==> config.mk <==
export PLATFORM = sky130hd
export DESIGN_NAME = program_counter_stack
export DESIGN_NICKNAME = d
export VERILOG_FILES = /design/src/rtl/pc_pkg.sv /design/src/rtl/pc_return_stack.sv /design/src/rtl/program_counter_stack.sv
export SDC_FILE = /design/constraint.sdc
export NUM_CORES = 1
export LEC_CHECK = 0
export BUFFER_PORTS_ARGS = -buffer_cell sky130_fd_sc_hd__buf_2
export CORE_MARGIN = 2
export CORE_UTILIZATION = 54
export CTS_CLUSTER_SIZE = 24
export DETAILED_ROUTE_END_ITERATION = 6
export GPL_TIMING_DRIVEN = 1
export PLACE_DENSITY = 0.75
export SLEW_MARGIN = 20
export SYNTH_ARGS = -nofsm -noshare
export SYNTH_HDL_FRONTEND = slang
export SYNTH_SLANG_ARGS = --single-unit
==> constraint.sdc <==
create_clock -name clk -period 2.76 [get_ports clk]
set_input_delay 0.276 -clock clk [delete_from_list [all_inputs] [get_ports clk]]
set_output_delay 0.276 -clock clk [all_outputs]
set_load 0.005 [all_outputs]
==> src/rtl/pc_pkg.sv <==
// Shared definitions for the program counter / return stack block:
// operation encoding, default sizes and the control priority decode.
package pc_pkg;

    localparam int PC_WIDTH_DEF = 8;
    localparam int PC_DEPTH_DEF = 4;

    typedef enum logic [2:0] {
        PC_HOLD = 3'd0,
        PC_INC  = 3'd1,
        PC_JUMP = 3'd2,
        PC_CALL = 3'd3,
        PC_RET  = 3'd4,
        PC_REL  = 3'd5
    } pc_op_e;

    // Return beats call beats jump beats relative branch beats increment.
    function automatic pc_op_e pc_decode(input logic ret_n, input logic call_n,
                                         input logic jump_n, input logic rel_n,
                                         input logic inc);
        if (!ret_n)       return PC_RET;
        else if (!call_n) return PC_CALL;
        else if (!jump_n) return PC_JUMP;
        else if (!rel_n)  return PC_REL;
        else if (inc)     return PC_INC;
        else              return PC_HOLD;
    endfunction

endpackage

==> src/rtl/pc_return_stack.sv <==
// LIFO of return addresses. Overflowing pushes and underflowing pops are
// dropped and raise a sticky error; occupancy flags are registered.
module pc_return_stack
    import pc_pkg::*;
#(
    parameter int WIDTH = PC_WIDTH_DEF,
    parameter int DEPTH = PC_DEPTH_DEF
) (
    input  logic             clk,
    input  logic             rst_n,
    input  logic             i_push,
    input  logic             i_pop,
    input  logic [WIDTH-1:0] i_data,
    output logic [WIDTH-1:0] o_top,
    output logic             o_empty,
    output logic             o_full,
    output logic             o_err
);

    localparam int CW = $clog2(DEPTH + 1);

    logic [CW-1:0]    r_cnt;
    logic [CW-1:0]    w_cnt_nxt;
    logic [WIDTH-1:0] r_mem [DEPTH];
    logic             r_empty;
    logic             r_full;
    logic             r_err;
    logic             w_do_push;
    logic             w_do_pop;

    assign w_do_push = i_push & ~r_full;
    assign w_do_pop  = i_pop & ~r_empty;

    always_comb begin
        w_cnt_nxt = r_cnt;
        if (w_do_push)
            w_cnt_nxt = r_cnt + CW'(1);
        else if (w_do_pop)
            w_cnt_nxt = r_cnt - CW'(1);
    end

    always_ff @(posedge clk or negedge rst_n) begin
        if (!rst_n) begin
            r_cnt   <= '0;
            r_empty <= 1'b1;
            r_full  <= 1'b0;
            r_err   <= 1'b0;
        end else begin
            r_cnt   <= w_cnt_nxt;
            r_empty <= (w_cnt_nxt == '0);
            r_full  <= (w_cnt_nxt == CW'(DEPTH));
            if ((i_push & r_full) | (i_pop & r_empty))
                r_err <= 1'b1;
        end
    end

    // Entry storage needs no reset: the occupancy count alone defines validity.
    always_ff @(posedge clk) begin
        for (int i = 0; i < DEPTH; i++) begin
            if (w_do_push && (r_cnt == CW'(i)))
                r_mem[i] <= i_data;
        end
    end

    always_comb begin
        o_top = '0;
        for (int i = 0; i < DEPTH; i++) begin
            if (r_cnt == CW'(i + 1))
                o_top = r_mem[i];
        end
    end

    assign o_empty = r_empty;
    assign o_full  = r_full;
    assign o_err   = r_err;

endmodule

==> src/rtl/program_counter_stack.sv <==
// Program counter with increment/jump/call/return and a return-address stack.
// Define PC_REL_BRANCH_EN to add the relBar port and pc-relative branch adder.
module program_counter_stack
    import pc_pkg::*;
#(
    parameter int WIDTH = PC_WIDTH_DEF,
    parameter int DEPTH = PC_DEPTH_DEF
) (
    input  logic             clk,
    input  logic             resetBar,
    input  logic             incEn,
    input  logic             doJumpBar,
    input  logic             doCallBar,
    input  logic             doRetBar,
`ifdef PC_REL_BRANCH_EN
    input  logic             relBar,
`endif
    input  logic [WIDTH-1:0] dbus,
    output logic [WIDTH-1:0] pc,
    output logic             co,
    output logic             stackEmpty,
    output logic             stackFull,
    output logic             stackErr
);

    logic [WIDTH-1:0] r_pc;
    logic [WIDTH-1:0] w_pc_nxt;
    logic [WIDTH-1:0] w_pc_inc;
    logic [WIDTH-1:0] w_top;
    logic             w_rel_n;
    logic             w_push;
    logic             w_pop;
    logic             w_empty;
    logic             w_full;
    logic             w_err;
    pc_op_e           w_op;

`ifdef PC_REL_BRANCH_EN
    assign w_rel_n = relBar;
`else
    assign w_rel_n = 1'b1;
`endif

    assign w_op     = pc_decode(doRetBar, doCallBar, doJumpBar, w_rel_n, incEn);
    assign w_pc_inc = r_pc + WIDTH'(1);

    always_comb begin
        w_pc_nxt = r_pc;
        w_push   = 1'b0;
        w_pop    = 1'b0;
        case (w_op)
            PC_INC:  w_pc_nxt = w_pc_inc;
            PC_JUMP: w_pc_nxt = dbus;
            // A call on a full stack still branches; the stack drops the push.
            PC_CALL: begin
                w_push   = 1'b1;
                w_pc_nxt = dbus;
            end
            PC_RET: begin
                w_pop = 1'b1;
                if (!w_empty)
                    w_pc_nxt = w_top;
            end
`ifdef PC_REL_BRANCH_EN
            // Same-width add wraps, so the offset is effectively sign-extended.
            PC_REL:  w_pc_nxt = r_pc + dbus;
`endif
            default: w_pc_nxt = r_pc;
        endcase
    end

    always_ff @(posedge clk or negedge resetBar) begin
        if (!resetBar)
            r_pc <= '0;
        else
            r_pc <= w_pc_nxt;
    end

    pc_return_stack #(
        .WIDTH (WIDTH),
        .DEPTH (DEPTH)
    ) u_stack (
        .clk     (clk),
        .rst_n   (resetBar),
        .i_push  (w_push),
        .i_pop   (w_pop),
        .i_data  (w_pc_inc),
        .o_top   (w_top),
        .o_empty (w_empty),
        .o_full  (w_full),
        .o_err   (w_err)
    );

    assign pc         = r_pc;
    assign co         = incEn & (&r_pc);
    assign stackEmpty = w_empty;
    assign stackFull  = w_full;
    assign stackErr   = w_err;

endmodule

==> results of run 1 <==
-- cell families (layout without fill, tap and decap cells) --
family,Yosys count,after routing,share of synthesized area [%]
AO/OA/AOI/OAI,37,37,13.4
adder cells (fa/ha/maj),7,7,3.90
multiplexers,4,4,1.84
flip-flops,46,46,58.5
AND/OR/NAND/NOR,65,65,16.9
XOR/XNOR,8,8,3.12
buffers and inverters,13,41,2.34
-- worst reg2reg max path, delay by kind of cell, from the launching register on --
kind | cells | cell delay [ns]
flops | 1 | 0.44
compound gates | 3 | 0.73
simple gates | 1 | 0.56
fa+ha+maj | 2 | 0.58
-- layout make-up --
class                           count  area share, %
Sequential cell                    46           52.1
Timing Repair Buffer               28           5.96
Tap cell                           50           2.48
Clock inverter                      3           1.04
Multi-Input combinational cell    121           34.9
Inverter                            5          0.745
Clock buffer                        5           2.73
-- report_power, final --
part           total, mW  switching (mW)  internal (mW)  leakage (nW)
sequential          1.10           0.148          0.948         0.454
combinational      0.861           0.495          0.366         0.461
clock              0.429           0.241          0.188        0.0495
total               2.39           0.884           1.50         0.965
-- cell usage in the layout, fill, tap and decap left out, drive strengths merged, types with 3 or more instances in the layout --
cell | synthesis | layout
a222oi | 5 | 5
nor2 | 15 | 15
a21oi | 3 | 3
edfxtp | 32 | 32
nand2 | 14 | 14
a211o | 4 | 4
mux2i | 3 | 3
and3 | 6 | 6
a31oi | 3 | 3
nor3b | 3 | 3
xor2 | 3 | 3
and2 | 3 | 3
clkbuf | 4 | 5
and4 | 3 | 3
buf | 4 | 27
nor3 | 4 | 4
inv | 5 | 8
o21ai | 4 | 4
a221oi | 3 | 3
xnor2 | 5 | 5
dfrtp | 13 | 13
nand3 | 8 | 8
ha | 7 | 7
-- repair_timing --
| action | 4_1_cts | 5_1_grt |
|---|---|---|
| endpoints found under the setup margin | 0 | 0 |
| hold buffers | 1 | 0 |
| endpoints found under the hold margin | 13 | 0 |
-- stage by stage --
stage               worst slack [ns]  instances  power, mW  util [%]
floorplan                      0.713        180       1.68         -
global placement               0.515        249       1.91      60.3
detailed placement             0.405        249       1.97      60.3
CTS                            0.388        258       2.40      63.0
global route                   0.222        258       2.53      63.0
finish                         0.389        258       2.39      63.0
-- worst paths after layout --
kind | startpoint | to | slack, ns | cells past startpoint
setup / recovery | u_stack.r_cnt[0] | pc[0] | 0.39 | 6
hold / removal | doCallBar | u_stack.o_err | 0.34 | 3
setup reg to reg | u_stack.r_cnt[0] | pc[0] | 0.39 | 6
hold reg to reg | u_stack.o_err | u_stack.o_err | 0.48 | 1
max in group asynchronous | resetBar | u_stack.o_empty | 2.06 | 2
min in group asynchronous | resetBar | pc[7] | 0.40 | 2
-- state kept, by name (all words and copies together), names as in the netlist --
name / count
pc: 8
u_stack.o_empty: 1
u_stack.o_err: 1
u_stack.o_full: 1
u_stack.r_cnt: 3
u_stack.r_mem: 32
-- routing by layer --
metal / GRT usage [%] / vias up
met5: 0 / -
li1: - / 748
met1: 30.1 / 798
met4: 13.0 / 0
met3: 5.43 / 15
met2: 36.8 / 40
==> results.toml, run 1 <==
[outcome]
outcome = "finished clean"

[setup_path]
path_class = "reg -> reg"
required_ns = 3.01
critPathBufInv = 0
cp_cell_sequence = "ha_1 > ha_1 > nor4b_4 > a222oi_1 > a211oi_1 > o221a_1"
critical_path.startpoint_type = "register"
critical_path_peak_fanout = 11
cp_slowest_stage_delay_ns = 0.56
cpLargestDelayFamily = "compound AO/OA/AOI/OAI gates"
crit_slowest_cell = "nor4b_4"
arrival_ns = 2.62
end_kind = "register"
cp_common_cell = "ha_1"

[synthesis]
synth_edf_count = 32
synth.distinct_cells = 48
synth-seq-cells = 46
syn_nets = 201
synthArstFlopShare_pct = 30.4
syn-instance-count = 180
yosysTopAreaCellShare_pct = 42.8
syn_avg_cell_area_um2 = 12.5
syn_area_mm2 = 0.00224
netlist.top_cell.by_area = "edfxtp_1"
ys_seq_area_share_pct = 58.5
ys.flop_type = "edfxtp_1"
synthTopCellsByCount = "edfxtp_1, nor2_1, nand2_1"
synth_area_leaders = "edfxtp_1, dfrtp_1, ha_1, nor2_1, nand2_1"
yosysMostFrequentCell = "edfxtp_1"
yosys_warnings = 0

[cts]
post-cts-setup-buffers = 0
cts_resized = 0
htreeDepth = 2
clkTransAtPathRegs_ns = 0.09
cts_buffer_depth = 2
insertion_delay_ns = 0.30
cts_tree = "built"
cts_root_buffer = "clkbuf_8"
clkSinkCount = 46
cts_buffers = 5

[power_and_ir_drop]
ir_drop_uv = 520
pwr_density_cell_mw_per_mm2 = 948
p_leak_nw = 0.965

[floorplanning]
die_x_um = 68.5
initial_utilization_pct = 56.1
die-area_mm2 = 0.00469
die_height_um = 68.5
row_count = 23
ios = 26
core_mm2 = 0.00400

[global_routing]
grt_first_pass_wirelength_um = 7620
grt_pass1_vias = 1555
antenna_found_initial = 0
grt_max_degree = 26
overflow = 0
grt_use_total_pct = 23.5

[drt]
post-route-drc-count = 0
first_iter_violations = 122
num_vias = 1601
routed_via_density = 6.21
ant_nets = 0
wl_met3_um = 183
routed_wirelength_um = 4920
dr.pass1.iters = 5
wl_per_cell_um = 19.1
met1_length_um = 2080
top_layer = "met4"
wl_met2_um = 2500

[run]
maxCapViolations = 0

[timing]
finalHoldWorstSlack_ns = 0.336
relSlewSlack_pct = 62.6
tns_ns = 0
finalHoldViolations = 0
fmax_ghz = 0.422
worstMarginPinSlew_ns = 0.559
rsz0062_at_grt = "no"
finClkSkew_ns = 0.00593
period_share_pct = 85.9
drv_slew = 0
setup_viol = 0
final.min_clock_period_ns = 2.37

[cells_and_area]
fillers = 316
seqCellArea_mm2 = 0.00131
area_growth_pct = 12.2
drive_above_1_share_pct = 21.6
antenna_cells = 0
multi_input_area_um2 = 880
finalNetCount = 228
stdcell_area_mm2 = 0.00252

[min_path]
hp-class = "in -> reg"

[placement]
place_congestion = 0.810
placed_area_mm2 = 0.00241
dp_hpwl_um = 3540
port_buffers = 25
Note: power is estimated with default switching activity, not from simulation.
==> inputs of run 2 (changes only) <==
--- a/config.mk
+++ b/config.mk
@@ -8,6 +8,7 @@
 export BUFFER_PORTS_ARGS = -buffer_cell sky130_fd_sc_hd__buf_2
 export CORE_MARGIN = 2
 export CORE_UTILIZATION = 54
+export CTS_BUF_LIST = sky130_fd_sc_hd__clkbuf_4
 export CTS_CLUSTER_SIZE = 24
 export DETAILED_ROUTE_END_ITERATION = 6
 export GPL_TIMING_DRIVEN = 1
==> results.toml, run 2 (synthesized netlist as in run 1, its figures left out) <==
[outcome]
outcome = "finished clean"

[setup_path]
path_class = "reg -> reg"
arrival_ns = 2.67
end_kind = "register"
r2r-start = "u_stack.r_cnt[0]"
r2r_cells = 6
critical_path_peak_fanout = 11
critical_path.startpoint_type = "register"
r2r-end = "pc[6]"
required_ns = 3.04
rrSetupSlack_ns = 0.37

[floorplanning]
die_x_um = 68.5
row_count = 23
core_mm2 = 0.00400
ios = 26
initial_utilization_pct = 56.1
die_height_um = 68.5
die-area_mm2 = 0.00469

[run]
maxCapViolations = 0

[drt]
first_iter_violations = 108
post-route-drc-count = 0
dr.pass1.iters = 5
wl_per_cell_um = 18.9
routed_wirelength_um = 4890
ant_nets = 0
num_vias = 1591
routed_via_density = 6.17

[power_and_ir_drop]
power_mw = 2.29
ir_drop_uv = 500
pwr_density_cell_mw_per_mm2 = 922
p_leak_nw = 0.952

[timing]
tns_ns = 0
final.min_clock_period_ns = 2.39
fmax_ghz = 0.418
postLayoutSetupSlackWorst_ns = 0.370
relSlewSlack_pct = 62.5
finalHoldViolations = 0
setup_viol = 0
drv_slew = 0
finalHoldWorstSlack_ns = 0.266
worstMarginPinSlew_ns = 0.560
rsz0062_at_grt = "no"
period_share_pct = 86.6
finClkSkew_ns = 0.0114

[placement]
pre_cts_ws_ns = 0.405
place_congestion = 0.810
dp_cells = 249
port_buffers = 25
dp_hpwl_um = 3540

[cells_and_area]
instances_no_fill = 258
finalNetCount = 228
area_growth_pct = 10.8
layout_common_cells = "edfxtp_1, buf_2, nor2_1"
drive_above_1_share_pct = 21.6
final_common_cell = "edfxtp_1"
largest_reg_flops = 32
largest_register = "u_stack.r_mem"
antenna_cells = 0

[cts]
htreeDepth = 2
clkSinkCount = 46
cts_tree = "built"
clkTransAtPathRegs_ns = 0.15
cts_buffer_depth = 2
cts_root_buffer = "clkbuf_4"
insertion_delay_ns = 0.36
cts_resized = 0
cts_buffers = 5

[global_routing]
grt_max_degree = 26
overflow = 0
antenna_found_initial = 0
grt_pass1_vias = 1554
grt_use_total_pct = 23.0
grt_first_pass_wirelength_um = 7630

[min_path]
hp-class = "in -> reg"
min_from = "doCallBar"
min_to = "u_stack.o_err"
holdPathStages = 3
## run 2: cell count changes in the layout (fill, tap and decap cells not counted)
| cell | change |
|---|---|
| clkbuf_4 | +5 |
| clkbuf_8 | -5 |
## run 2: report_power, final
group / switching [mW] / internal, mW
combinational: 0.496 / 0.366
sequential: 0.145 / 0.948
clock: 0.229 / 0.110
## run 2: stage by stage
| stage | area (µm²) | util (%) |
|---|---|---|
| after global placement | 2410 | 60.3 |
| after global routing | 2490 | 62.2 |
| after detailed placement | 2410 | 60.3 |
| after CTS | 2490 | 62.2 |
| final | 2490 | 62.2 |
| after floorplan | 2240 | - |
## run 2: worst max path at each step
stage / startpoint / to / cells past startpoint / slack (ns)
2_1_floorplan: u_stack.r_cnt[2] / pc[6] / 8 / 0.71
3_3_place_gp: u_stack.r_cnt[0] / pc[0] / 6 / 0.51
3_5_place_dp: u_stack.r_cnt[0] / pc[0] / 6 / 0.41
4_1_cts: u_stack.r_cnt[0] / pc[0] / 6 / 0.38
5_1_grt: u_stack.r_cnt[0] / pc[7] / 6 / 0.21
6_report: u_stack.r_cnt[0] / pc[6] / 6 / 0.37
## run 2: final cells by class
type / instances / area, µm²
sequential: 46 / 1310
inverter: 5 / 18.8
timing repair buffer: 28 / 150
clock buffer: 5 / 37.5
clock inverter: 3 / 26.3
multi-input combinational: 121 / 880
fill: 321 / 1510
tap: 50 / 62.6
## run 2: per-layer routing
metal	track usage (%)	routed length, µm	share of wire, %	up-vias
met1	30.5	2040	42	787
met5	0	0	0	-
li1	-	-	-	749
met3	4.44	227	4.6	12
met2	37.4	2500	51	43
met4	8.50	120	2.5	0
## run 2: timing repair
| item | CTS | global route |
|---|---|---|
| hold buffers | 1 | 0 |
| endpoints found under the hold margin | 13 | 0 |
| buffers inserted | 0 | 0 |
## run 2: critical path, cell delays in order, from the launching register on
cell and delay [ns]:
dfrtp_1 0.46, ha_1 0.22, ha_1 0.36, nor4b_4 0.56, a221oi_1 0.19, o32a_1 0.37
nor4_2 0.13
==> inputs of run 3 (changes only) <==
--- a/config.mk
+++ b/config.mk
@@ -13,6 +13,7 @@
 export DETAILED_ROUTE_END_ITERATION = 6
 export GPL_TIMING_DRIVEN = 1
 export PLACE_DENSITY = 0.75
+export SKIP_LAST_GASP = 1
 export SLEW_MARGIN = 20
 export SYNTH_ARGS = -nofsm -noshare
 export SYNTH_HDL_FRONTEND = slang
==> constraint.sdc (replaced) <==
create_clock -name clk -period 3 [get_ports clk]
set_input_delay 0.3 -clock clk [delete_from_list [all_inputs] [get_ports clk]]
set_output_delay 0.3 -clock clk [all_outputs]
set_load 0.005 [all_outputs]
==> results.toml, run 3 (synthesized netlist as in run 1, its figures left out) <==
[floorplanning]
die_x_um = 68.5
core_mm2 = 0.00400
initial_utilization_pct = 56.1
row_count = 23
die-area_mm2 = 0.00469
die_height_um = 68.5
ios = 26

[drt]
post-route-drc-count = 0
dr.pass1.iters = 5
wl_per_cell_um = 19.5
first_iter_violations = 143
routed_wirelength_um = 5000
ant_nets = 0
routed_via_density = 6.17
num_vias = 1579

[timing]
postLayoutSetupSlackWorst_ns = 0.468
finClkSkew_ns = 0.0118
rsz0062_at_grt = "no"
period_share_pct = 84.4
final.min_clock_period_ns = 2.53
finalHoldViolations = 0
drv_slew = 0
fmax_ghz = 0.395
relSlewSlack_pct = 61.2
setup_viol = 0
tns_ns = 0
worstMarginPinSlew_ns = 0.579

[placement]
pre_cts_ws_ns = 0.583
dp_hpwl_um = 3510
place_congestion = 0.845
dp_cells = 247
placed_area_mm2 = 0.00240
port_buffers = 25

[cts]
clkSinkCount = 46
cts_buffers = 5
insertion_delay_ns = 0.37
cts_buffer_depth = 2
htreeDepth = 2
cts_root_buffer = "clkbuf_4"
clkTransAtPathRegs_ns = 0.14
cts_resized = 0
ctsHoldBuffers = 1
cts_tree = "built"
post-cts-setup-buffers = 0

[cells_and_area]
layout_common_cells = "edfxtp_1, buf_2, nor2_1"
largest_reg_flops = 32
largest_register = "u_stack.r_mem"
stdcell_area_mm2 = 0.00249
antenna_cells = 0
finalNetCount = 226
drive_above_1_share_pct = 20.9
area_growth_pct = 11.0
instances_no_fill = 256
final_common_cell = "edfxtp_1"

[run]
maxCapViolations = 0

[power_and_ir_drop]
ir_drop_uv = 396
p_comb_share_pct = 34.6
p_seq_share_pct = 47.7
power_switching_mw = 0.795
p_leak_nw = 0.943
p_int_mw = 1.37
pwr_density_cell_mw_per_mm2 = 870
p_clk_share_pct = 17.7
swShare_pct = 36.7
power_mw = 2.17

[global_routing]
grt_first_pass_wirelength_um = 7490
antenna_found_initial = 0
grt_pass1_vias = 1410
overflow = 0
grt_use_total_pct = 23.2
grt_max_degree = 26

[setup_path]
arrival_ns = 2.85
critical_path.startpoint_type = "register"
end_kind = "register"
crit_slowest_cell = "dfrtp_1"
cp_cell_sequence = "inv_2 > ha_1 > nor4b_4 > a222oi_1 > a211oi_1 > o221a_1"
critPathLaunch = "u_stack.r_cnt[2]"
required_ns = 3.32
cp_slowest_stage_delay_ns = 0.69
critical_path_peak_fanout = 12
r2r-start = "u_stack.r_cnt[2]"
path_class = "reg -> reg"

[outcome]
outcome = "finished clean"

[min_path]
hp-class = "in -> reg"
min_from = "doCallBar"
==> run 3: routing by layer <==
metal / vias up / wire length [µm] / GRT usage (%)
li1: 741 / - / -
met1: 758 / 2060 / 31.5
met2: 70 / 2510 / 36.2
met3: 10 / 315 / 5.10
met4: 0 / 118 / 9.50
met5: - / 0 / 0
==> run 3: through the flow <==
stage | utilization, % | hold WS [ns]
after floorplan | - | 0.00441
after global placement | 60.0 | 0.218
after detailed placement | 60.0 | 0.222
after CTS | 62.3 | 0.290
after global routing | 62.3 | 0.289
final | 62.3 | 0.293
==> run 3: worst paths after layout <==
path / endpoint / cells after the start / slack, ns
max reg2reg: pc[0] / 6 / 0.47
min: u_stack.o_err / 3 / 0.29
min reg2reg: u_stack.o_err / 1 / 0.52
max: pc[0] / 6 / 0.47
min in group asynchronous: pc[6] / 2 / 0.34
max in group asynchronous: u_stack.o_empty / 2 / 2.36
==> run 3: layout make-up <==
| type | instances | area, µm² |
|---|---|---|
| fillers | 294 | 1510 |
| repair buffers | 26 | 135 |
| well taps | 50 | 62.6 |
| clock buffers | 5 | 37.5 |
| flip-flops and latches | 46 | 1310 |
| clock inverters | 3 | 45.0 |
| inverters | 5 | 18.8 |
| multi-input cells | 121 | 880 |
==> run 3: worst max-delay path, delay by kind of cell, from the launching register on <==
kind / cells / cell delay (ns)
flip-flops: 1 / 0.69
AND/OR/NAND/NOR: 1 / 0.50
adder cells (fa/ha/maj): 1 / 0.40
AO/OA/AOI/OAI: 3 / 0.76
buffers and inverters: 1 / 0.12
==> run 3: power groups by stage <==
stage	Clock, mW	Sequential [mW]	Combinational [mW]
floorplan	0	0.987	0.555
detailed placement	0	1.04	0.739
global route	0.413	1.05	0.825
global placement	0	1.03	0.713
CTS	0.391	1.03	0.748
finish	0.384	1.03	0.750
